[config.mk]
export PLATFORM = sky130hd
export DESIGN_NAME = stage_enable_sequencer
export DESIGN_NICKNAME = d
export VERILOG_FILES = /design/src/rtl/stage_enable_sequencer_pkg.sv /design/src/rtl/stage_enable_sequencer_token_shift.sv /design/src/rtl/stage_enable_sequencer.sv
export SDC_FILE = /design/constraint.sdc
export NUM_CORES = 1
export LEC_CHECK = 0
export ABC_AREA = 1
export CAP_MARGIN = 0
export CORE_MARGIN = 2
export CORE_UTILIZATION = 49
export CTS_BUF_LIST = sky130_fd_sc_hd__clkbuf_16
export DETAILED_ROUTE_END_ITERATION = 8
export MAX_ROUTING_LAYER = met4
export PLACE_DENSITY_LB_ADDON = 0.2
export SETUP_SLACK_MARGIN = 0.5
export SLEW_MARGIN = 30
export SYNTH_ARGS = -nofsm -noshare
export SYNTH_HDL_FRONTEND = slang
export SYNTH_SLANG_ARGS = --single-unit
[constraint.sdc]
create_clock -name Clk -period 2.1 [get_ports Clk]
set_clock_uncertainty 0.2 [all_clocks]
set_input_delay 0.42 -clock Clk [delete_from_list [all_inputs] [get_ports Clk]]
set_output_delay 0.42 -clock Clk [all_outputs]
set_load 0.05 [all_outputs]
[src/rtl/stage_enable_sequencer_pkg.sv]
// Shared ISA definitions for the issue sequencer: opcode fields, FSM states
// and a small decode helper that sorts an opcode into an instruction class.
package mips_isa_defs;

    localparam int OP_MSB = 19;
    localparam int OP_LSB = 15;

    localparam logic [4:0] OP_HLT        = 5'b10001;
    localparam logic [4:0] OP_LD         = 5'b10100;
    localparam logic [2:0] OP_JMP_PREFIX = 3'b111;

    localparam int BUB_W = 8;

    typedef enum logic [1:0] {
        ST_RUN    = 2'd0,
        ST_BUBBLE = 2'd1,
        ST_DRAIN  = 2'd2,
        ST_HALT   = 2'd3
    } seq_state_e;

    typedef enum logic [1:0] {
        INS_NORMAL = 2'd0,
        INS_LD     = 2'd1,
        INS_JMP    = 2'd2,
        INS_HLT    = 2'd3
    } ins_class_e;

    // Halt outranks jump outranks load; a class whose bubble count is zero
    // decays to normal so it never enters BUBBLE.
    function automatic ins_class_e classify_op(input logic [4:0] op,
                                               input logic     ldHasBubbles,
                                               input logic     jmpHasBubbles);
        if (op == OP_HLT)
            return INS_HLT;
        else if ((op[4:2] == OP_JMP_PREFIX) && jmpHasBubbles)
            return INS_JMP;
        else if ((op == OP_LD) && ldHasBubbles)
            return INS_LD;
        else
            return INS_NORMAL;
    endfunction

endpackage

[src/rtl/stage_enable_sequencer_token_shift.sv]
// Valid-token shift register: one bit per pipeline stage, fed by the issue
// strobe, so each stage enable fires a fixed number of cycles after issue.
module stage_token_shift #(
    parameter int DEPTH = 5
) (
    input  logic             i_clk,
    input  logic             i_rst_n,
    input  logic             i_token,
    output logic [DEPTH-1:0] o_en
);

    logic [DEPTH-1:0] r_en;

    // The cast keeps the low DEPTH bits, which also covers DEPTH == 1.
    always_ff @(posedge i_clk or negedge i_rst_n) begin
        if (!i_rst_n)
            r_en <= '0;
        else
            r_en <= DEPTH'({r_en, i_token});
    end

    assign o_en = r_en;

endmodule

[src/rtl/stage_enable_sequencer.sv]
// Issue/stage-enable controller for the 5-stage MIPS datapath: decides issue,
// inserts load/jump bubbles, drains on halt and counts issued instructions.
module stage_enable_sequencer
    import mips_isa_defs::*;
#(
    parameter int DEPTH       = 5,
    parameter int LD_BUBBLES  = 1,
    parameter int JMP_BUBBLES = 2,
    parameter int CNT_W       = 16
) (
    input  logic             Clk,
    input  logic             Rst_n,
    input  logic [19:0]      Ins,
    input  logic             Ins_valid,
    input  logic             Resume,
    output logic             Issue,
    output logic [DEPTH-1:0] En,
    output logic             Halted,
    output logic [CNT_W-1:0] Inst_cnt
);

    localparam logic [BUB_W-1:0] LD_RELOAD  = BUB_W'((LD_BUBBLES  > 0) ? LD_BUBBLES  - 1 : 0);
    localparam logic [BUB_W-1:0] JMP_RELOAD = BUB_W'((JMP_BUBBLES > 0) ? JMP_BUBBLES - 1 : 0);

    seq_state_e       r_state;
    logic [BUB_W-1:0] r_bub_cnt;
    logic             r_halted;
    logic [CNT_W-1:0] r_inst_cnt;

    logic             w_issue;
    ins_class_e       w_class;
    logic [DEPTH-1:0] w_en_next;
    logic             w_drain_done;
    logic             w_unused_ins_bits;

    assign w_unused_ins_bits = ^Ins[OP_LSB-1:0];

    // Reset gates issue directly, since the state already reads RUN while held in reset.
    assign w_issue = Rst_n && (r_state == ST_RUN) && Ins_valid;
    assign w_class = classify_op(Ins[OP_MSB:OP_LSB], LD_BUBBLES != 0, JMP_BUBBLES != 0);

    // Leave DRAIN one edge early so Halted lands in the first cycle En is empty.
    assign w_en_next    = En << 1;
    assign w_drain_done = (w_en_next == '0);

    always_ff @(posedge Clk or negedge Rst_n) begin
        if (!Rst_n) begin
            r_state   <= ST_RUN;
            r_bub_cnt <= '0;
            r_halted  <= 1'b0;
        end else begin
            case (r_state)
                ST_RUN: begin
                    if (w_issue) begin
                        case (w_class)
                            INS_HLT: r_state <= ST_DRAIN;
                            INS_JMP: begin
                                r_state   <= ST_BUBBLE;
                                r_bub_cnt <= JMP_RELOAD;
                            end
                            INS_LD: begin
                                r_state   <= ST_BUBBLE;
                                r_bub_cnt <= LD_RELOAD;
                            end
                            default: r_state <= ST_RUN;
                        endcase
                    end
                end
                ST_BUBBLE: begin
                    if (r_bub_cnt == '0)
                        r_state <= ST_RUN;
                    else
                        r_bub_cnt <= r_bub_cnt - 1'b1;
                end
                ST_DRAIN: begin
                    if (w_drain_done) begin
                        r_state  <= ST_HALT;
                        r_halted <= 1'b1;
                    end
                end
                ST_HALT: begin
                    if (Resume) begin
                        r_state  <= ST_RUN;
                        r_halted <= 1'b0;
                    end
                end
                default: r_state <= ST_RUN;
            endcase
        end
    end

    always_ff @(posedge Clk or negedge Rst_n) begin
        if (!Rst_n)
            r_inst_cnt <= '0;
        else if (w_issue && (r_inst_cnt != '1))
            r_inst_cnt <= r_inst_cnt + 1'b1;
    end

    stage_token_shift #(
        .DEPTH(DEPTH)
    ) u_token_shift (
        .i_clk   (Clk),
        .i_rst_n (Rst_n),
        .i_token (w_issue),
        .o_en    (En)
    );

    assign Issue    = w_issue;
    assign Halted   = r_halted;
    assign Inst_cnt = r_inst_cnt;

endmodule
Word-level counts from Yosys, hierarchy flattened --
Index checks and enable logic that the tools add are counted.
Storage, ports and cells: register bits after elaboration 32, input port bits 24, output and inout bits 23, word-level logic and storage cells 51
Operators by class: $add $sub $neg 2, equal/unequal tests 16, muxes and demuxes 16, reduce and logical (&&, ||, !) cells 12
Operators by type and width (number):
- case mux 8 bit (2 select lines) | 2
- adder 16 x 1 -> 16 bit, second input constant | 1
- 2-to-1 mux 8 bit | 2
- != test 16 bit, second input constant | 1
- 2-to-1 mux 2 bit | 6
- == test 5 bit, second input constant | 2
- == test 2 bit, second input constant | 4
- logical NOT 8 bit | 1
- != test 2 bit, second input constant | 4
- case mux 2 bit (4 select lines) | 1
- AND reduction 4 bit | 2
- subtractor 8 x 1 -> 8 bit, second input constant | 1
- logical NOT 5 bit | 1
- == test 2 x 1 -> 1 bit, second input constant | 2
- case mux 2 bit (2 select lines) | 1
- nonzero test 2 bit | 2
- == test 3 bit, second input constant | 1
- logical AND 1 bit | 3
- 2-to-1 mux 1 bit | 3
- != test 3 x 1 -> 1 bit, second input constant | 1
- AND reduction 3 bit | 1
- logical NOT 2 bit | 1
- != test 2 x 1 -> 1 bit, second input constant | 1
- case mux 1 bit (2 select lines) | 1
- OR reduction 2 bit | 1

Longest topological paths before layout --
Gate-level depths: netlist of run 1.
word-level depth 9, gate-level depth with buffers 12, depth with buffers taken out 11

Modules after synthesis --
From an unflattened synthesis of run 1, not the netlist that was laid out.
Unflattened totals: cell total of the unflattened synthesis 278, area, all modules 1946.9 sq um
By module, submodules not included:
- stage_enable_sequencer | times used 1, cells each 273, area an instance 1821.7 sq um, seq. area each 675.6 sq um
- stage_token_shift | times used 1, cells each 5, area an instance 125.1 sq um, seq. area each 125.1 sq um

Worst setup path after synthesis of run 1 --
OpenSTA, ideal clock, no wires.
path type register to register, start point reg r_inst_cnt[1], in the netlist Inst_cnt[1], end point reg r_inst_cnt[3], in the netlist Inst_cnt[3], setup time 0.066 ns, data arrival time 1.714 ns, required time 1.834 ns, path slack 0.120 ns, cell stages (with the launch flop) 9, buffers on the path 1, period minus slack after synthesis 1.980 ns, path through dfrtp_1 > ha_1 > inv_1 > nor2_4 > nand2_4 > o21ai_4 > buf_6 > nand2_1 > nand2_1
On the way: longest elaborated chain between the ends 2, elaborated cells on any way between the ends 3, classes of those cells add/sub (1); eq/ne (1); reduce/logical (1)
Ends and longest elaborated chain:
- start, declared | line stage_enable_sequencer.sv:28 | logic [CNT_W-1:0] r_inst_cnt;
- start signal, assigned | line stage_enable_sequencer.sv:96 | r_inst_cnt <= r_inst_cnt + 1'b1;
- branches (longest 2 deep; another with adder 16 x 1 -> 16 bit)
Parallel ways; which one is timed is not known. A chain may end at the register's enable or synchronous reset.

Worst setup path after layout of run 1 --
start point reg r_state[0], end point out Issue
On the way: longest elaborated chain between the ends 3
Ends and longest elaborated chain:
- start, declared | line stage_enable_sequencer.sv:25 | seq_state_e r_state;
- start signal, assigned | line stage_enable_sequencer.sv:48 | r_state <= ST_RUN;
- start signal, assigned | line stage_enable_sequencer.sv:56 | INS_HLT: r_state <= ST_DRAIN;
- start signal, assigned | line stage_enable_sequencer.sv:58 | r_state <= ST_BUBBLE;
- logical NOT 2 bit | line stage_enable_sequencer.sv:39 | assign w_issue = Rst_n && (r_state == ST_RUN) && Ins_valid;
- logical AND 1 bit (2 in series) | line stage_enable_sequencer.sv:39
- end, declared | line stage_enable_sequencer.sv:16 | output logic Issue,
Every way passes these cells.

==> metrics.txt, run 1 <==
worst setup path start r_state[0]; Skew-Pair Late Insertion Delay 280 ps; syn_nets 299; Syn Std Cell Area 0.00193 sq mm; Top FF cell, synth dfrtp_1; Clock power frac 19.6%; pin count of the biggest net entering global routing 33; WL met2 2750 um; top cell type by total area after synthesis dfrtp_1; TritonCTS Buffers 5; initial DRC count 174; Critical Path AT 1180 ps; nets@finish 362; relative slew slack 71.7%; Core ar. 0.00372 sq mm; #FFs+latches synth 32; Final HPWL DP 3040 um; CTS clk-pin slew, worst paths 50 ps; worst slew pin tran 424 ps; Hold Violations, Final 0; hold path start u_token_shift.o_en[2]; Yosys top cell area share 41.5%; syn_area_per_cell 7.14 sq um; Bufs on Longest Clock Path 2; M1 WL 2380 um; grt total ovfl 0; clock sinks 32; Fmax 0.554 GHz; IO Pins 47; initial antenna violation count 0; top cells by area, synth dfrtp_1 42%, nand2_1 20%, nor2_1 5.6%; Fill cells 249; Syn-to-layout area delta 48.2%; Overall Power 0.00346 W; CTS root buf clkbuf_16; die area 0.00445 sq mm; Psw 0.00158 W; setup violators final 0; FFs w/ async S/R, synth 100%; die height 66.7 um; Reg-to-Reg Start r_state[0]; gr usage total 24.4%; Finished Core Util 76.9%; Max Used Layer met4; Worst VDD drop 0.869 mV; CTS tree yes; post-route ant nets 0; Row Count 22; Crit Path Class flop to primary output; Synth Instances 270; CP Launch Type flop; Gate power share 52.2%; Hold WC Path Type flop to flop; Post-route DRC 0; layout cells sized above 1 37.4%; drt total wl 5630 um; pwr dens 1210 mW/mm^2; Die X 66.7 um; Post-synth EDFFs 0; RSZ-0062 raised after global routing yes; vias in the first global route 1788; H-tree levels 2; min Tclk post-route 1800 ps; share of power burned in registers 28.2%; sequential fraction of the synthesis area 41.5%; Int Power 0.00189 W; Routed WL per cell 14.7 um; Antenna Cells 0; Max-Cap Viols 0; Ys Warns 0; critical path peak fanout 2; Vias 2037; PortBufs 31; status completed; first-pass GRT wire length 7940 um; Routability Congestion 0.860; Critical Path RT 1480 ps; initial core utilization 51.9%; max-slew violation total from the final report 0; Final period util 85.9%; Worst setup EP type primary output; vias per cell 5.33; Detailed Routing Iterations Pass 1 5; sw frac 45.5%; WL met3 367 um; Cell variety after synth 25; setup slack on the worst flop-to-flop path 370 ps; Leak 1.34 nW
-- synth_stat cells, types with 2 or more instances --
library cell,count
nand2_1,104
dfrtp_1,32
nor2_1,29
inv_1,28
nand3_1,21
o21ai_0,13
xnor2_1,8
o21ai_1,7
ha_1,5
nand4_1,5
buf_6,2
nor2_2,2
nor2_4,2
-- cell usage in the layout, fill, tap and decap left out, types with 3 or more instances in the layout --
cell type	instances
nor2_1	21
nand4_1	5
nor2_2	5
dfrtp_1	16
buf_2	5
inv_1	24
nand2_4	3
buf_6	6
nand3_4	3
o21ai_0	9
nor2_4	7
nand2_1	91
buf_12	3
ha_4	3
nand2_2	11
dfrtp_2	16
buf_4	38
nand3_1	18
o21ai_1	9
xnor2_1	8
clkbuf_16	6
inv_2	5
-- worst max-delay path, cell delays in order (launching register included) --
cell and delay (ps):
dfrtp_2 420, nor2_4 150, nand3_4 100, clkinvlp_4 110
buf_12 130
-- power by group through the flow --
stage,combinational [W],clock (W),sequential [W]
finish,0.00181,0.000677,0.000977
global route,0.00196,0.000717,0.00100
CTS,0.00159,0.000681,0.000957
floorplan,0.000721,0,0.00121
global placement,0.00133,0,0.000976
detailed placement,0.00137,0,0.000979
-- cells by family after synthesis --
logic type | after synthesis | share of synthesized area (%)
AND/OR/NAND/NOR | 169 | 37.3
buffers and inverters | 32 | 7.20
flip-flops | 32 | 41.5
AO/OA/AOI/OAI | 23 | 6.62
XOR/XNOR | 9 | 4.09
adder cells (fa/ha/maj) | 5 | 3.24
-- per-stage QoR --
step           instance area (sq um)  hold WS, ps  worst slack (ps)  std cells  setup TNS, ps
2_1_floorplan                   1990        -75.6               279        270              0
3_3_place_gp                    2340          185              -311        352          -2410
3_5_place_dp                    2340          191              -351        352          -2690
4_1_cts                         2650          194               287        374              0
5_1_grt                         2860          223               251        382              0
6_report                        2860          200               296        382              0
-- sequential cells by signal (all words and copies together), names as in the netlist --
| signal | count |
|---|---|
| Halted | 1 |
| r_state | 2 |
| r_bub_cnt | 8 |
| u_token_shift.o_en | 5 |
| Inst_cnt | 16 |
-- routing by layer --
layer / track usage [%] / vias up
met2: 37.9 / 73
met3: 4.73 / 17
met4: 10.5 / 0
met1: 31.2 / 967
met5: - / -
li1: - / 980
-- worst paths after layout --
kind,end,cells after the start
max,Issue,4
min,u_token_shift.o_en[3],0
max reg2reg,r_state[0],10
min reg2reg,u_token_shift.o_en[3],0
max in group asynchronous,Inst_cnt[6],2
min in group asynchronous,r_bub_cnt[2],2
-- final cells by class --
cell class | count | area [sq um] | share of cell area (%)
sequential | 32 | 821 | 28.7
timing repair buffer | 58 | 520 | 18.2
clock buffer | 5 | 125 | 4.38
inverter | 29 | 115 | 4.03
clock inverter | 3 | 11.3 | 0.394
multi-input combinational | 207 | 1200 | 42.2
tap | 48 | 60.1 | 2.10
-- what timing repair did --
action / CTS / global route
setup buffers: 12 / 8
hold buffers: 0 / 0
setup endpoints to repair: 28 / 29
gates resized for setup: 42 / 47
gates cloned: 2 / 0
pin swaps: 13 / 11
(Power assumes the default switching activity.)
==> inputs of run 2 (changes only) <==
--- a/config.mk
+++ b/config.mk
@@ -12,7 +12,7 @@
 export CTS_BUF_LIST = sky130_fd_sc_hd__clkbuf_16
 export DETAILED_ROUTE_END_ITERATION = 8
 export MAX_ROUTING_LAYER = met4
-export PLACE_DENSITY_LB_ADDON = 0.2
+export PLACE_DENSITY = 0.86
 export SETUP_SLACK_MARGIN = 0.5
 export SLEW_MARGIN = 30
 export SYNTH_ARGS = -nofsm -noshare
==> run 2 against run 1 <==
Effect of this change:
- sequential power hardly changed
- core utilization is 0.57 points lower
- die area stayed put
- total power decreased by 2.5%
- clock power hardly changed
- first-iteration DRC count decreased by 12%
- largest power group unchanged
- via count up 1.5%
- sequential share of layout area up 0.22 points
- combinational power shrank 5%
- setup slack lost 55 ps
==> metrics.txt, run 2 (synthesized netlist as in run 1, its figures left out) <==
status completed; Overall Power 0.00337 W; share of power burned in registers 28.9%; grt total ovfl 0; CP Launch Type input port; drt total wl 5760 um; Post-route DRC 0; R2R Path End r_bub_cnt[1]; Critical Path RT 2110 ps; sw frac 44.7%; Detailed Routing Iterations Pass 1 4; critical path peak fanout 5; Worst setup EP type flop; CTS tree yes; layout cells sized above 1 35.7%; Leak 1.36 nW; nets@finish 368; setup violators final 0; Worst VDD drop 1.03 mV; highest-delay cell along the critical path a31oi_4; initial DRC count 153; Clock power frac 20.1%; most common cell after layout, fill and taps aside nand2_1; TritonCTS Buffers 5; Max-Cap Viols 0; slowest cell delay on critical path 210 ps; setup slack on the worst flop-to-flop path 320 ps; die area 0.00445 sq mm; first-pass GRT wire length 8880 um; clock sinks 32; Bufs on Longest Clock Path 2; H-tree levels 2; pin count of the biggest net entering global routing 33; Routability Congestion 0.844; Worst Setup Slack, final 241 ps; Row Count 22; Vias 2067; Reg-to-Reg Start r_state[1]; die height 66.7 um; Hold Violations, Final 0; CP bufs+invs 3; WHS 190 ps; CTS clk-pin slew, worst paths 50 ps; DP Worst Slack -300 ps; Syn-to-layout area delta 47.1%; crit-path leading delay family simple AND/OR/NAND/NOR gates; Final Instance Area 0.00284 sq mm; instance count on the critical path 12; dpl cell area 0.00237 sq mm; Psw 0.00151 W; Fmax 0.538 GHz; Cell Chain, Critical Path buf_6 -> nor3b_4 -> and2_4 -> a31oi_4 -> inv_2 -> ha_2 -> nor2_1 -> nand2_1 -> nand3_4 -> buf_12 -> nand2_2 -> o21ai_1; PortBufs 31; Hold WC Path Type input port to async pin; Final period util 88.5%; post-route ant nets 0; IO Pins 47; Gate power share 51.0%; worst r2r path cells 9; CTS root buf clkbuf_16; max-slew violation total from the final report 0; most frequent cells in the layout 97 x nand2_1, 46 x buf_4, 25 x nor2_1, 24 x inv_1, 19 x nand3_1; relative slew slack 72.1%; initial antenna violation count 0; Fill cells 262; vias per cell 5.34; initial core utilization 51.9%; Skew-Pair Late Insertion Delay 280 ps; max reg flops 16; worst slew pin tran 419 ps; gr usage total 27.3%; RSZ-0062 raised after global routing yes; Critical Path AT 1860 ps; Int Power 0.00186 W; Final HPWL DP 3180 um; Crit Path Class input port to flop; Core ar. 0.00372 sq mm; vias in the first global route 1921; Antenna Cells 0; Die X 66.7 um; Routed WL per cell 14.9 um; Finished Core Util 76.3%; min Tclk post-route 1860 ps; pwr dens 1190 mW/mm^2
-- run 2: worst max path at each step --
| stage | startpoint | to | slack (ps) |
|---|---|---|---|
| finish | Ins[19] | r_bub_cnt[3] | 240 |
| global route | Ins[19] | r_bub_cnt[3] | 170 |
| CTS | r_state[0] | Issue | 290 |
| detailed placement | Ins[18] | r_bub_cnt[7] | -300 |
| global placement | Ins[18] | r_bub_cnt[2] | -240 |
| floorplan | Ins[19] | r_bub_cnt[5] | 280 |
-- run 2: layer usage --
metal | up-vias | wire [um] | GRT usage [%]
met1 | 991 | 2350 | 32.7
met2 | 77 | 2950 | 47.0
li1 | 987 | - | -
met5 | - | 0 | -
met3 | 12 | 368 | 5.74
met4 | 0 | 89 | 7.14
-- run 2: through the flow --
step / TNS (ps) / instances
2_1_floorplan: 0 / 270
3_3_place_gp: -1900 / 356
3_5_place_dp: -2400 / 356
4_1_cts: 0 / 382
5_1_grt: 0 / 387
6_report: 0 / 387
-- run 2: repair_timing --
action | 4_1_cts | 5_1_grt
gates cloned | 2 | 0
hold buffers | 0 | 0
buffers inserted | 17 | 5
gates resized for setup | 55 | 16
pin swaps | 17 | 10
setup endpoints to repair | 28 | 26
-- run 2: layout make-up --
| cell class | instances | area (sq um) | area share, % |
|---|---|---|---|
| inverter | 29 | 115 | 4.06 |
| sequential | 32 | 821 | 28.9 |
| multi-input combinational | 206 | 1140 | 40.2 |
| timing repair buffer | 65 | 568 | 20.0 |
| clock inverter | 2 | 7.51 | 0.265 |
| tap | 48 | 60.1 | 2.12 |
| clock buffer | 5 | 125 | 4.41 |
-- run 2: power by group through the flow --
| stage | Sequential (W) | Combinational (W) | Clock [W] |
|---|---|---|---|
| floorplan | 0.00121 | 0.000721 | 0 |
| global placement | 0.000956 | 0.00132 | 0 |
| detailed placement | 0.000960 | 0.00137 | 0 |
| CTS | 0.000964 | 0.00160 | 0.000673 |
| global route | 0.000994 | 0.00189 | 0.000711 |
| finish | 0.000974 | 0.00172 | 0.000678 |
==> inputs of run 3 (changes only) <==
--- a/config.mk
+++ b/config.mk
@@ -8,11 +8,11 @@
 export ABC_AREA = 1
 export CAP_MARGIN = 0
 export CORE_MARGIN = 2
-export CORE_UTILIZATION = 49
-export CTS_BUF_LIST = sky130_fd_sc_hd__clkbuf_16
+export CORE_UTILIZATION = 51
+export CTS_BUF_LIST = sky130_fd_sc_hd__clkbuf_4
 export DETAILED_ROUTE_END_ITERATION = 8
 export MAX_ROUTING_LAYER = met4
-export PLACE_DENSITY = 0.86
+export PLACE_DENSITY = 0.89
 export SETUP_SLACK_MARGIN = 0.5
 export SLEW_MARGIN = 30
 export SYNTH_ARGS = -nofsm -noshare
==> run 3 against run 2 <==
Effect of this change:
- core utilization up 4.4 points
- flip-flop and latch count stayed put
- critical path depth decreased by 8
- critical path type is now flop to primary output
- critical endpoint is now Issue
==> metrics.txt, run 3 (synthesized netlist as in run 1, its figures left out) <==
Hold Violations, Final 0; first-pass GRT wire length 8090 um; initial DRC count 251; H-tree levels 2; Routed WL per cell 16.3 um; vias in the first global route 1841; Critical Path AT 1300 ps; Final HPWL DP 2960 um; most common cell after layout, fill and taps aside nand2_1; Critical Path RT 1480 ps; Finished Layout Cells 393; drt total wl 6400 um; Bufs on Longest Clock Path 2; max-slew violation total from the final report 0; setup violators final 0; pin count of the biggest net entering global routing 33; initial core utilization 52.7%; met3 Use GR 4.97%; post-cts hold buffer count 0; vias per cell 5.65; IO Pins 47; TritonCTS Buffers 5; Hold WC Path Type input port to async pin; dpl cells 351; Antenna Cells 0; die height 65.5 um; global-route layer with the greatest usage met2; Die X 65.5 um; worst slew pin tran 421 ps; Skew-Pair Late Insertion Delay 340 ps; Max-Cap Viols 0; Core ar. 0.00366 sq mm; CP Launch Type flop; Worst setup EP type primary output; relative slew slack 71.9%; Worst VDD drop 0.799 mV; pwr dens 1100 mW/mm^2; Row Count 22; layout cells sized above 1 42.9%; Vias 2220; Syn-to-layout area delta 53.3%; post-route ant nets 0; Leak 1.37 nW; CTS tree yes; initial antenna violation count 0; Fill cells 181; critical path peak fanout 2; Crit Path Class flop to primary output; Detailed Routing Iterations Pass 1 5; WHS 116 ps; met2 usage 44.1%; status completed; min Tclk post-route 1920 ps; Routability Congestion 0.914; CTS root buf clkbuf_4; die area 0.00429 sq mm; Post-route DRC 0; max reg flops 16; clock sinks 32; routing usage on met1 28.5%; Final period util 91.2%; nets@finish 373; Finished Core Util 80.8%; most frequent cells in the layout 82 x nand2_1, 33 x buf_4, 24 x buf_6, 22 x inv_1, 22 x nor2_1; grt total ovfl 0; Fmax 0.522 GHz; PortBufs 31; CTS clk-pin slew, worst paths 110 ps; RSZ-0062 raised after global routing yes; gr usage total 25.6%
## run 3: cell count changes in the layout (fill, tap and decap cells not counted), moves of 4 or more
cell and change:
buf_6 +15, clkbuf_16 -4, buf_4 -13, clkbuf_4 +6, o21ai_1 +4, nand2_1 -15, nand2_2 +13
## run 3: layout make-up
type | instances | area [sq um] | share of cell area, %
Clock inverter | 3 | 13.8 | 0.466
Timing Repair Buffer | 69 | 669 | 22.6
Multi-Input combinational cell | 207 | 1240 | 41.9
Clock buffer | 5 | 37.5 | 1.27
Tap cell | 48 | 60.1 | 2.03
Sequential cell | 32 | 822 | 27.8
Inverter | 29 | 115 | 3.89
## run 3: per-stage QoR
stage	cell area, sq um	total power [W]	TNS, ps	worst slack (ps)
3_3_place_gp	2330	0.00229	-2320	-301
4_1_cts	2660	0.00290	0	210
6_report	2960	0.00324	0	184
3_5_place_dp	2330	0.00232	-3210	-406
5_1_grt	2960	0.00346	0	125
2_1_floorplan	1990	0.00193	0	279
## run 3: metal layers
layer	share of wire, %	wire length (um)
met5	0	0
met4	3.0	195
met3	7.3	465
met2	52	3360
met1	37	2380
## run 3: critical path: stages (launching register included)
cell        delay (ps)
dfrtp_2            440
nor2_4             130
nand3_4            100
clkinvlp_4         130
buf_12             140
## run 3: report_power, final
group	total (W)	switching, W	leakage [nW]	internal [W]
clock	0.000347	0.000225	0.0324	0.000123
sequential	0.000987	0.000206	0.404	0.000781
combinational	0.00191	0.00116	0.938	0.000747
## run 3: worst paths after layout
path / to / cells after the start / slack (ps) / startpoint
min: r_bub_cnt[0] / 2 / 120 / Rst_n
max in group asynchronous: Inst_cnt[5] / 2 / 1250 / Rst_n
min in group Clk: u_token_shift.o_en[2] / 0 / 230 / u_token_shift.o_en[1]
max reg2reg: Inst_cnt[14] / 8 / 320 / Inst_cnt[0]
max: Issue / 4 / 180 / r_state[0]
min reg2reg: u_token_shift.o_en[2] / 0 / 230 / u_token_shift.o_en[1]
## run 3: repair_timing
action                                  CTS  global route
setup buffers                            19            13
gates resized for setup                  71            54
endpoints found under the setup margin   44            49
pin swaps                                11            25
cloned                                    1             1
